[src/rtl/pipeline_hazard_ctrl_if.sv]
// Hazard-control bundle between the pipeline datapath and the
// central stall/flush sequencer.
interface pipeline_hazard_ctrl_if #(
  parameter int CNT_W = 16
);
  logic [6:0]       id_op_i;
  logic [4:0]       id_rs1_i;
  logic [4:0]       id_rs2_i;
  logic             id_branch_taken_i;
  logic             ex_memread_i;
  logic [4:0]       ex_rd_i;
  logic             mem_req_i;
  logic             mem_ready_i;
  logic             pc_write_o;
  logic             ifid_write_o;
  logic             ifid_flush_o;
  logic             idex_write_o;
  logic             idex_bubble_o;
  logic             exmem_write_o;
  logic             memwb_bubble_o;
  logic [1:0]       state_o;
  logic [CNT_W-1:0] stall_cnt_o;
  logic [CNT_W-1:0] flush_cnt_o;
  logic             mem_timeout_o;

  modport master (
    output id_op_i, id_rs1_i, id_rs2_i,
    output id_branch_taken_i,
    output ex_memread_i, ex_rd_i,
    output mem_req_i, mem_ready_i,
    input  pc_write_o, ifid_write_o,
    input  ifid_flush_o, idex_write_o,
    input  idex_bubble_o, exmem_write_o,
    input  memwb_bubble_o, state_o,
    input  stall_cnt_o, flush_cnt_o,
    input  mem_timeout_o
  );

  modport slave (
    input  id_op_i, id_rs1_i, id_rs2_i,
    input  id_branch_taken_i,
    input  ex_memread_i, ex_rd_i,
    input  mem_req_i, mem_ready_i,
    output pc_write_o, ifid_write_o,
    output ifid_flush_o, idex_write_o,
    output idex_bubble_o, exmem_write_o,
    output memwb_bubble_o, state_o,
    output stall_cnt_o, flush_cnt_o,
    output mem_timeout_o
  );
endinterface

[src/rtl/pipeline_hazard_ctrl.sv]
// Stall/flush sequencer for the 5-stage RV32I pipeline: boot window,
// load-use, ID branch flush, data-memory wait, perf counters.
module pipeline_hazard_ctrl #(
  parameter int BOOT_CYCLES = 2,
  parameter int MEM_TIMEOUT = 16,
  parameter int CNT_W       = 16
) (
  input logic clk_i,
  input logic rst_n_i,
  pipeline_hazard_ctrl_if.slave hz
);
  localparam int BW = (BOOT_CYCLES > 1) ?
                      $clog2(BOOT_CYCLES) : 1;
  localparam int WW = $clog2(MEM_TIMEOUT + 1);

  typedef enum logic [1:0] {
    INIT     = 2'd0,
    RUN      = 2'd1,
    MEM_WAIT = 2'd2
  } state_t;

  state_t           state;
  logic [BW-1:0]    boot_cnt;
  logic [WW-1:0]    wait_cnt;
  logic [CNT_W-1:0] stall_cnt;
  logic [CNT_W-1:0] flush_cnt;
  logic             timeout;

  logic rs1_used;
  logic rs2_used;
  logic load_use;
  logic mem_stall;

  logic pc_w;
  logic ifid_w;
  logic ifid_f;
  logic idex_w;
  logic idex_b;
  logic exmem_w;
  logic memwb_b;

  always_comb begin
    rs1_used = 1'b0;
    rs2_used = 1'b0;
    case (hz.id_op_i)
      7'b0110011,
      7'b0100011,
      7'b1100011: begin
        rs1_used = 1'b1;
        rs2_used = 1'b1;
      end
      7'b0000011,
      7'b0010011: rs1_used = 1'b1;
      default: ;
    endcase
  end

  assign load_use = hz.ex_memread_i &&
                    (hz.ex_rd_i != 5'd0) &&
                    ((rs1_used && hz.ex_rd_i == hz.id_rs1_i) ||
                     (rs2_used && hz.ex_rd_i == hz.id_rs2_i));

  assign mem_stall = hz.mem_req_i && !hz.mem_ready_i;

  // Freeze outranks load-use, which outranks the branch flush.
  always_comb begin
    pc_w    = 1'b1;
    ifid_w  = 1'b1;
    ifid_f  = 1'b0;
    idex_w  = 1'b1;
    idex_b  = 1'b0;
    exmem_w = 1'b1;
    memwb_b = 1'b0;
    if (state == INIT) begin
      pc_w   = 1'b0;
      ifid_w = 1'b0;
      ifid_f = 1'b1;
      idex_b = 1'b1;
    end else if (mem_stall) begin
      pc_w    = 1'b0;
      ifid_w  = 1'b0;
      idex_w  = 1'b0;
      exmem_w = 1'b0;
      memwb_b = 1'b1;
    end else if (load_use) begin
      pc_w   = 1'b0;
      ifid_w = 1'b0;
      idex_b = 1'b1;
    end else if (hz.id_branch_taken_i) begin
      ifid_f = 1'b1;
    end
  end

  always_ff @(posedge clk_i or negedge rst_n_i) begin
    if (!rst_n_i) begin
      state     <= INIT;
      boot_cnt  <= '0;
      wait_cnt  <= '0;
      stall_cnt <= '0;
      flush_cnt <= '0;
      timeout   <= 1'b0;
    end else begin
      case (state)
        INIT: begin
          if (boot_cnt == BW'(BOOT_CYCLES - 1))
            state <= RUN;
          else
            boot_cnt <= boot_cnt + BW'(1);
        end
        default: begin
          state <= mem_stall ? MEM_WAIT : RUN;
          if (wait_cnt == WW'(MEM_TIMEOUT))
            timeout <= 1'b1;
          if (!mem_stall)
            wait_cnt <= '0;
          else if (wait_cnt != WW'(MEM_TIMEOUT))
            wait_cnt <= wait_cnt + WW'(1);
          if (!pc_w && stall_cnt != '1)
            stall_cnt <= stall_cnt + CNT_W'(1);
          if (ifid_f && flush_cnt != '1)
            flush_cnt <= flush_cnt + CNT_W'(1);
        end
      endcase
    end
  end

  assign hz.pc_write_o     = pc_w;
  assign hz.ifid_write_o   = ifid_w;
  assign hz.ifid_flush_o   = ifid_f;
  assign hz.idex_write_o   = idex_w;
  assign hz.idex_bubble_o  = idex_b;
  assign hz.exmem_write_o  = exmem_w;
  assign hz.memwb_bubble_o = memwb_b;
  assign hz.state_o        = state;
  assign hz.stall_cnt_o    = stall_cnt;
  assign hz.flush_cnt_o    = flush_cnt;
  assign hz.mem_timeout_o  = timeout;
endmodule

[src/flat_wrapper.sv]
// flat-port wrapper written by rule: the top's interface ports become plain ports
module pipeline_hazard_ctrl_flat 
#(
  parameter int BOOT_CYCLES = 2,
  parameter int MEM_TIMEOUT = 16,
  parameter int CNT_W       = 16
)
  (clk_i, rst_n_i, hz_id_op_i, hz_id_rs1_i, hz_id_rs2_i, hz_id_branch_taken_i, hz_ex_memread_i, hz_ex_rd_i, hz_mem_req_i, hz_mem_ready_i, hz_pc_write_o, hz_ifid_write_o, hz_ifid_flush_o, hz_idex_write_o, hz_idex_bubble_o, hz_exmem_write_o, hz_memwb_bubble_o, hz_state_o, hz_stall_cnt_o, hz_flush_cnt_o, hz_mem_timeout_o);
  pipeline_hazard_ctrl_if #(.CNT_W(CNT_W)) hz_i ();
  input logic clk_i;
  input logic rst_n_i;
  input wire logic [$bits(hz_i.id_op_i)-1:0] hz_id_op_i;
  input wire logic [$bits(hz_i.id_rs1_i)-1:0] hz_id_rs1_i;
  input wire logic [$bits(hz_i.id_rs2_i)-1:0] hz_id_rs2_i;
  input wire logic [$bits(hz_i.id_branch_taken_i)-1:0] hz_id_branch_taken_i;
  input wire logic [$bits(hz_i.ex_memread_i)-1:0] hz_ex_memread_i;
  input wire logic [$bits(hz_i.ex_rd_i)-1:0] hz_ex_rd_i;
  input wire logic [$bits(hz_i.mem_req_i)-1:0] hz_mem_req_i;
  input wire logic [$bits(hz_i.mem_ready_i)-1:0] hz_mem_ready_i;
  output wire logic [$bits(hz_i.pc_write_o)-1:0] hz_pc_write_o;
  output wire logic [$bits(hz_i.ifid_write_o)-1:0] hz_ifid_write_o;
  output wire logic [$bits(hz_i.ifid_flush_o)-1:0] hz_ifid_flush_o;
  output wire logic [$bits(hz_i.idex_write_o)-1:0] hz_idex_write_o;
  output wire logic [$bits(hz_i.idex_bubble_o)-1:0] hz_idex_bubble_o;
  output wire logic [$bits(hz_i.exmem_write_o)-1:0] hz_exmem_write_o;
  output wire logic [$bits(hz_i.memwb_bubble_o)-1:0] hz_memwb_bubble_o;
  output wire logic [$bits(hz_i.state_o)-1:0] hz_state_o;
  output wire logic [$bits(hz_i.stall_cnt_o)-1:0] hz_stall_cnt_o;
  output wire logic [$bits(hz_i.flush_cnt_o)-1:0] hz_flush_cnt_o;
  output wire logic [$bits(hz_i.mem_timeout_o)-1:0] hz_mem_timeout_o;
  assign hz_i.id_op_i = hz_id_op_i;
  assign hz_i.id_rs1_i = hz_id_rs1_i;
  assign hz_i.id_rs2_i = hz_id_rs2_i;
  assign hz_i.id_branch_taken_i = hz_id_branch_taken_i;
  assign hz_i.ex_memread_i = hz_ex_memread_i;
  assign hz_i.ex_rd_i = hz_ex_rd_i;
  assign hz_i.mem_req_i = hz_mem_req_i;
  assign hz_i.mem_ready_i = hz_mem_ready_i;
  assign hz_pc_write_o = hz_i.pc_write_o;
  assign hz_ifid_write_o = hz_i.ifid_write_o;
  assign hz_ifid_flush_o = hz_i.ifid_flush_o;
  assign hz_idex_write_o = hz_i.idex_write_o;
  assign hz_idex_bubble_o = hz_i.idex_bubble_o;
  assign hz_exmem_write_o = hz_i.exmem_write_o;
  assign hz_memwb_bubble_o = hz_i.memwb_bubble_o;
  assign hz_state_o = hz_i.state_o;
  assign hz_stall_cnt_o = hz_i.stall_cnt_o;
  assign hz_flush_cnt_o = hz_i.flush_cnt_o;
  assign hz_mem_timeout_o = hz_i.mem_timeout_o;
  pipeline_hazard_ctrl #(.BOOT_CYCLES(BOOT_CYCLES), .MEM_TIMEOUT(MEM_TIMEOUT), .CNT_W(CNT_W)) u_core (.clk_i(clk_i), .rst_n_i(rst_n_i), .hz(hz_i));
endmodule
[config.mk]
export PLATFORM = sky130hd
export DESIGN_NAME = pipeline_hazard_ctrl_flat
export DESIGN_NICKNAME = d
export VERILOG_FILES = /design/src/rtl/pipeline_hazard_ctrl_if.sv /design/src/rtl/pipeline_hazard_ctrl.sv /design/src/flat_wrapper.sv
export SDC_FILE = /design/constraint.sdc
export NUM_CORES = 1
export LEC_CHECK = 0
export ABC_AREA = 1
export CAP_MARGIN = 20
export CORE_MARGIN = 4
export CORE_UTILIZATION = 49
export DETAILED_ROUTE_END_ITERATION = 10
export PLACE_DENSITY = 0.8
export SYNTH_ARGS = -nofsm -noshare
export SYNTH_HDL_FRONTEND = slang
export SYNTH_SLANG_ARGS = --single-unit
[constraint.sdc]
create_clock -name clk_i -period 1.95 [get_ports clk_i]
set_input_delay 0.39 -clock clk_i [delete_from_list [all_inputs] [get_ports clk_i]]
set_output_delay 0.39 -clock clk_i [all_outputs]
set_load 0.005 [all_outputs]
### Yosys cells after proc, flatten, opt, wreduce, memory -nomap -nowiden

Index checks and enable logic that the tools add are counted.

* output and inout bits: 42
* logic and storage cells: 64
* register bits after elaboration: 41

* bitwise operators: 1
* add/sub/neg operators: 4
* equal/unequal tests: 13
* reductions and logical operators: 18
* muxes and demuxes: 22

Operators with widths (count)
* $add 16x1->16 const B: 2
* $ne 16x16->1 const B: 2
* $mux 1: 17
* $eq 7x6->1 const B: 2
* $eq 5x5->1: 2
* $mux 5: 2
* $reduce_and 2->1: 4
* $eq 7x2->1 const B: 1
* $eq 7x5->1 const B: 1
* $eq 7x7->1 const B: 1
* $logic_and 1x1->1: 7
* $mux 2: 3
* $add 5x1->5 const B: 1
* $eq 5x5->1 const B: 1
* $ne 5x5->1 const B: 1
* $reduce_bool 5->1: 1
* $reduce_or 5->1: 1
* $reduce_or 3->1: 1
* $logic_not 1->1: 2
* $logic_not 2->1: 1
* $ne 2x1->1 const B: 1
* $ne 2x2->1 const B: 1
* $add 1x1->1 const B: 1
* $logic_or 1x1->1: 1
* $not 1->1: 1

### Logic depth before layout (Yosys ltp)

Gate-level depths: netlist (run 1).

* word-level depth: 12
* mapped depth: 13

### Worst setup path before layout (run 1)

OpenSTA, ideal clock, no wires.

* path type: register to output
* start point: register u_core.state[1] (netlist: u_core.hz.state_o[1])
* end point: output port hz_idex_bubble_o
* stages on the path, launching flop included: 6
* required time: 1.560 ns
* path buffers: 2
* slack: 0.197 ns
* arrival time: 1.363 ns
* cells stage by stage: dfrtp_1 -> nor2_1 -> inv_1 -> clkbuf_1 -> clkbuf_1 -> o21ai_0

* longest elaborated chain between the ends: 2

Ends and longest elaborated chain
* from (decl): line pipeline_hazard_ctrl.sv:22 `state_t state;`
* from (signal assigned): line pipeline_hazard_ctrl.sv:111 `state <= mem_stall ? MEM_WAIT : RUN;`
* $logic_not 2->1: line pipeline_hazard_ctrl.sv:74 `if (state == INIT) begin`
* $mux 1: line pipeline_hazard_ctrl.sv:74
* to (decl): line flat_wrapper.sv:24 `output wire logic [$bits(hz_i.idex_bubble_o)-1:0] hz_idex_bubble_o;`

No other way between the ends.

### Worst setup path in the final report (run 1)

* start point: input port hz_ex_memread_i
* end point: output port hz_idex_bubble_o

* longest elaborated chain between the ends: 5

Ends and longest elaborated chain
* from (decl): line flat_wrapper.sv:16 `input wire logic [$bits(hz_i.ex_memread_i)-1:0] hz_ex_memread_i;`
* $logic_and 1x1->1: line pipeline_hazard_ctrl.sv:58 `assign load_use = hz.ex_memread_i &&`
* $logic_and 1x1->1: line pipeline_hazard_ctrl.sv:59 `(hz.ex_rd_i != 5'd0) &&`
* $mux 1: line pipeline_hazard_ctrl.sv:85 `end else if (load_use) begin`
* $mux 1: line pipeline_hazard_ctrl.sv:79 `end else if (mem_stall) begin`
* $mux 1: line pipeline_hazard_ctrl.sv:74

No other way between the ends.

==> results of run 1 <==
## cells in the mapped netlist, drive strengths merged
library cell / instances
a21oi: 2
buf: 6
clkbuf: 3
dfrtp: 41
ha: 4
inv: 46
nand2: 122
nand3: 21
nand3b: 2
nand4: 26
nor2: 34
nor3: 11
nor3b: 2
nor4: 1
o21ai: 14
o21bai: 1
or2: 1
xnor2: 18
xor2: 9
## final cells by class
class,count,area (µm²)
Clock inverter,3,65.1
Inverter,46,175
Tap cell,70,87.6
Timing Repair Buffer,94,841
Fill cell,433,1460
Clock buffer,5,68.8
Sequential cell,41,1030
Multi-Input combinational cell,268,1480
## sequential cells by signal, summed over array words and instances (netlist names)
register / flops
u_core.boot_cnt: 1
u_core.hz.flush_cnt_o: 16
u_core.hz.mem_timeout_o: 1
u_core.hz.stall_cnt_o: 16
u_core.hz.state_o: 2
u_core.wait_cnt: 5
## per-layer routing
metal  up-vias  global-route usage, %  wire (µm)
met3        16                   4.06        276
met4         0                   10.1        170
met5         -                      0          0
met2        55                   39.2       3530
li1       1353                      -          -
met1      1253                   27.6       2960
## kinds of logic after synthesis
logic type | synth area share, %
flops | 38.3
buf+inv | 8.96
simple gates | 38.7
fa+ha+maj | 1.87
xor+xnor | 8.82
compound gates | 3.41
## metrics by stage
stage / hold slack, ps / instance area (µm²) / setup slack (ps)
6_report: 34.4 / 3750 / 50.3
4_1_cts: 40.9 / 3710 / -70.2
3_3_place_gp: 363 / 3540 / -604
2_1_floorplan: 94.4 / 2680 / 197
5_1_grt: 59.3 / 3750 / -21.4
3_5_place_dp: 368 / 3540 / -637
## repair_timing
item,4_1_cts,5_1_grt
setup buffers,5,0
gates cloned,0,1
gates resized for setup,56,23
setup endpoints to repair,7,20
pin swaps,13,10
## worst min path at each step
stage                                 to  slack [ps]  depth (start not counted)
4_1_cts         u_core.hz.stall_cnt_o[7]          40                          1
3_5_place_dp        u_core.hz.state_o[1]         370                          1
5_1_grt         u_core.hz.stall_cnt_o[7]          60                          1
6_report       u_core.hz.stall_cnt_o[14]          30                          1
3_3_place_gp        u_core.hz.state_o[0]         360                          1
2_1_floorplan            u_core.boot_cnt          90                          0
## power breakdown
group | internal [mW] | switching [mW] | leakage [nW]
Combinational | 0.389 | 0.337 | 1.22
Sequential | 0.953 | 0.161 | 0.548
Clock | 0.508 | 0.304 | 0.0681
Total | 1.85 | 0.802 | 1.83
==> reports/summary.log, run 1 <==
INFO  run_status     outcome=finished, final reports clean
INFO  cts            cts_max_path_buffers=2
INFO  detailed_routing dr_total_vias=2677
INFO  critical_path  worst_setup_path_startpoint=hz_ex_memread_i
INFO  global_routing maximum_number_of_pins_on_one_net_before_global_route_repair=24
INFO  critical_path  critPathBufInv=2
INFO  synth          ys_ff_latch=41
INFO  floorplanning  fp.dieH=82.0µm
INFO  cts            cts.sink_count=41
INFO  cts            cts_max_level=2
INFO  synth          net_count_after_synthesis=396
INFO  run            cap_violations=0
INFO  place          place.detailed.hpwl=5.27mm
INFO  cts            cts_root_buffer=clkbuf_8
INFO  sta            peak_freq=526MHz
INFO  synth          synthDominantAreaCellType=dfrtp_1
INFO  floorplanning  floorplan.rows=26
INFO  critical_path  cp-end-kind=output port
INFO  synth          mean_syn_cell_area=7.37µm²
INFO  critical_path  start_kind=primary input
INFO  power_and_ir_drop p_leak=1.83nW
INFO  detailed_routing finalWirelength=6.94mm
INFO  sta            setup_viol_count_final=0
INFO  global_routing grtUsageTotal=22.7%
INFO  hold_path      type_of_the_tightest_min_delay_check=primary input to asynchronous set/reset pin
INFO  sta            timing.setup.tns=0ps
INFO  detailed_routing drt-vias-per-instance=5.08
INFO  critical_path  arrival_time_at_the_worst_endpoint=1510ps
INFO  floorplanning  die_area=6720µm²
INFO  synth          synthTopCellsByArea=dfrtp_1 (38%), nand2_1 (17%), inv_1 (6.2%)
INFO  cts            worst_setup_hold_path_clk_slew=80ps
INFO  floorplanning  initial_utilization=51.5%
INFO  detailed_routing detail-route-antenna-nets=0
INFO  global_routing grt_remaining_overflow=0
INFO  place          place_congestion=0.889
INFO  critical_path  r2r-end=u_core.hz.stall_cnt_o[4]
INFO  critical_path  r2r_setup_slack=180ps
INFO  critical_path  highest_cell_delay_on_the_worst_timing_path=450ps
INFO  place          place.detailed.instances=513
INFO  critical_path  required=1560ps
INFO  layout         diodes=0
INFO  floorplanning  floorplan.core_area=5200µm²
INFO  critical_path  critPathCapture=hz_idex_bubble_o
INFO  global_routing global_route_wire_length_before_repair=11.8mm
INFO  layout         design.final.nets=488
INFO  synth          post_synth_instance_area=2680µm²
INFO  synth          synth.lib_cells_used.distinct=33
INFO  detailed_routing detailedRoute.firstIterationViolations=111
INFO  cts            cts-buffers-inserted=5
INFO  sta            timing_max_transition_violations_final=0
INFO  detailed_routing route.detailed.wl_per_inst=13.2µm
INFO  global_routing via_count_of_the_first_global_routing_pass=2651
INFO  layout         core_utilization_of_the_finished_layout=72.0%
INFO  critical_path  r2r.worst_path.cells=11
INFO  floorplanning  die_width=82.0µm
INFO  sta            timing.final.hold_violations=0
INFO  detailed_routing detail_route.drc_violations=0
INFO  layout         layout_common_cells=nand2_1 (117), inv_1 (41), dfrtp_1 (41)
INFO  sta            relative_max_transition_margin=68.3%
INFO  layout         area_delta_synth_final=39.8%
INFO  layout         layout_commonest_cell=nand2_1
INFO  cts            clock_tree_from_tritoncts=done
INFO  synth          syn_inst=364
INFO  floorplanning  ioPinCount=70
INFO  sta            timing.final.crit_share=97.4%
INFO  sta            max_slew.worst_pin.slew=476ps
INFO  layout         final_layout_size_suffix_gt1_share=15.8%
INFO  critical_path  path_cells=clkdlybuf4s50_1 -> nand4_1 -> nor2_2 -> nand2_2 -> o21ai_1 -> clkbuf_2
INFO  sta            final.min_clock_period=1900ps
INFO  critical_path  critPathSlowestCell=clkdlybuf4s50_1
INFO  critical_path  critPathMaxFanout=2
INFO  power_and_ir_drop largest_voltage_drop_on_the_vdd_net=0.000525V
INFO  critical_path  path_delay_family=buffers and inverters
INFO  critical_path  r2r_start=u_core.hz.stall_cnt_o[0]
INFO  power_and_ir_drop power_per_cell_area=708nW/µm²
INFO  critical_path  worstSetupPathDepth=6
INFO  critical_path  worst-setup-path-type=primary input to output port
INFO  layout         stdcell_count=527
INFO  cts            cts_hold_repair.buffers=0
INFO  sta            fin_skew=5.88ps
INFO  synth          yosysWarningCount=0
INFO  synth          sequential_share_of_the_synthesized_area=38.3%
INFO  cts            worst_skew_pair.late_latency=300ps
INFO  synth          post-synth-top-area-fraction=38.3%
INFO  global_routing number_of_antenna_violations_at_the_first_check_in_global_routing=0
INFO  place          port_buffers=69
INFO  detailed_routing dr.pass1.iters=4
INFO  power_and_ir_drop power.total=2.65mW
Power figures use the tool's default switching activity.
==> run 2, diff against run 1 <==
--- a/config.mk
+++ b/config.mk
@@ -14,3 +14,4 @@
 export SYNTH_ARGS = -nofsm -noshare
 export SYNTH_HDL_FRONTEND = slang
 export SYNTH_SLANG_ARGS = --single-unit
+export TNS_END_PERCENT = 100
==> results of run 2 <==
No change in the layout: final DEF, timing and power equal those of run 1.
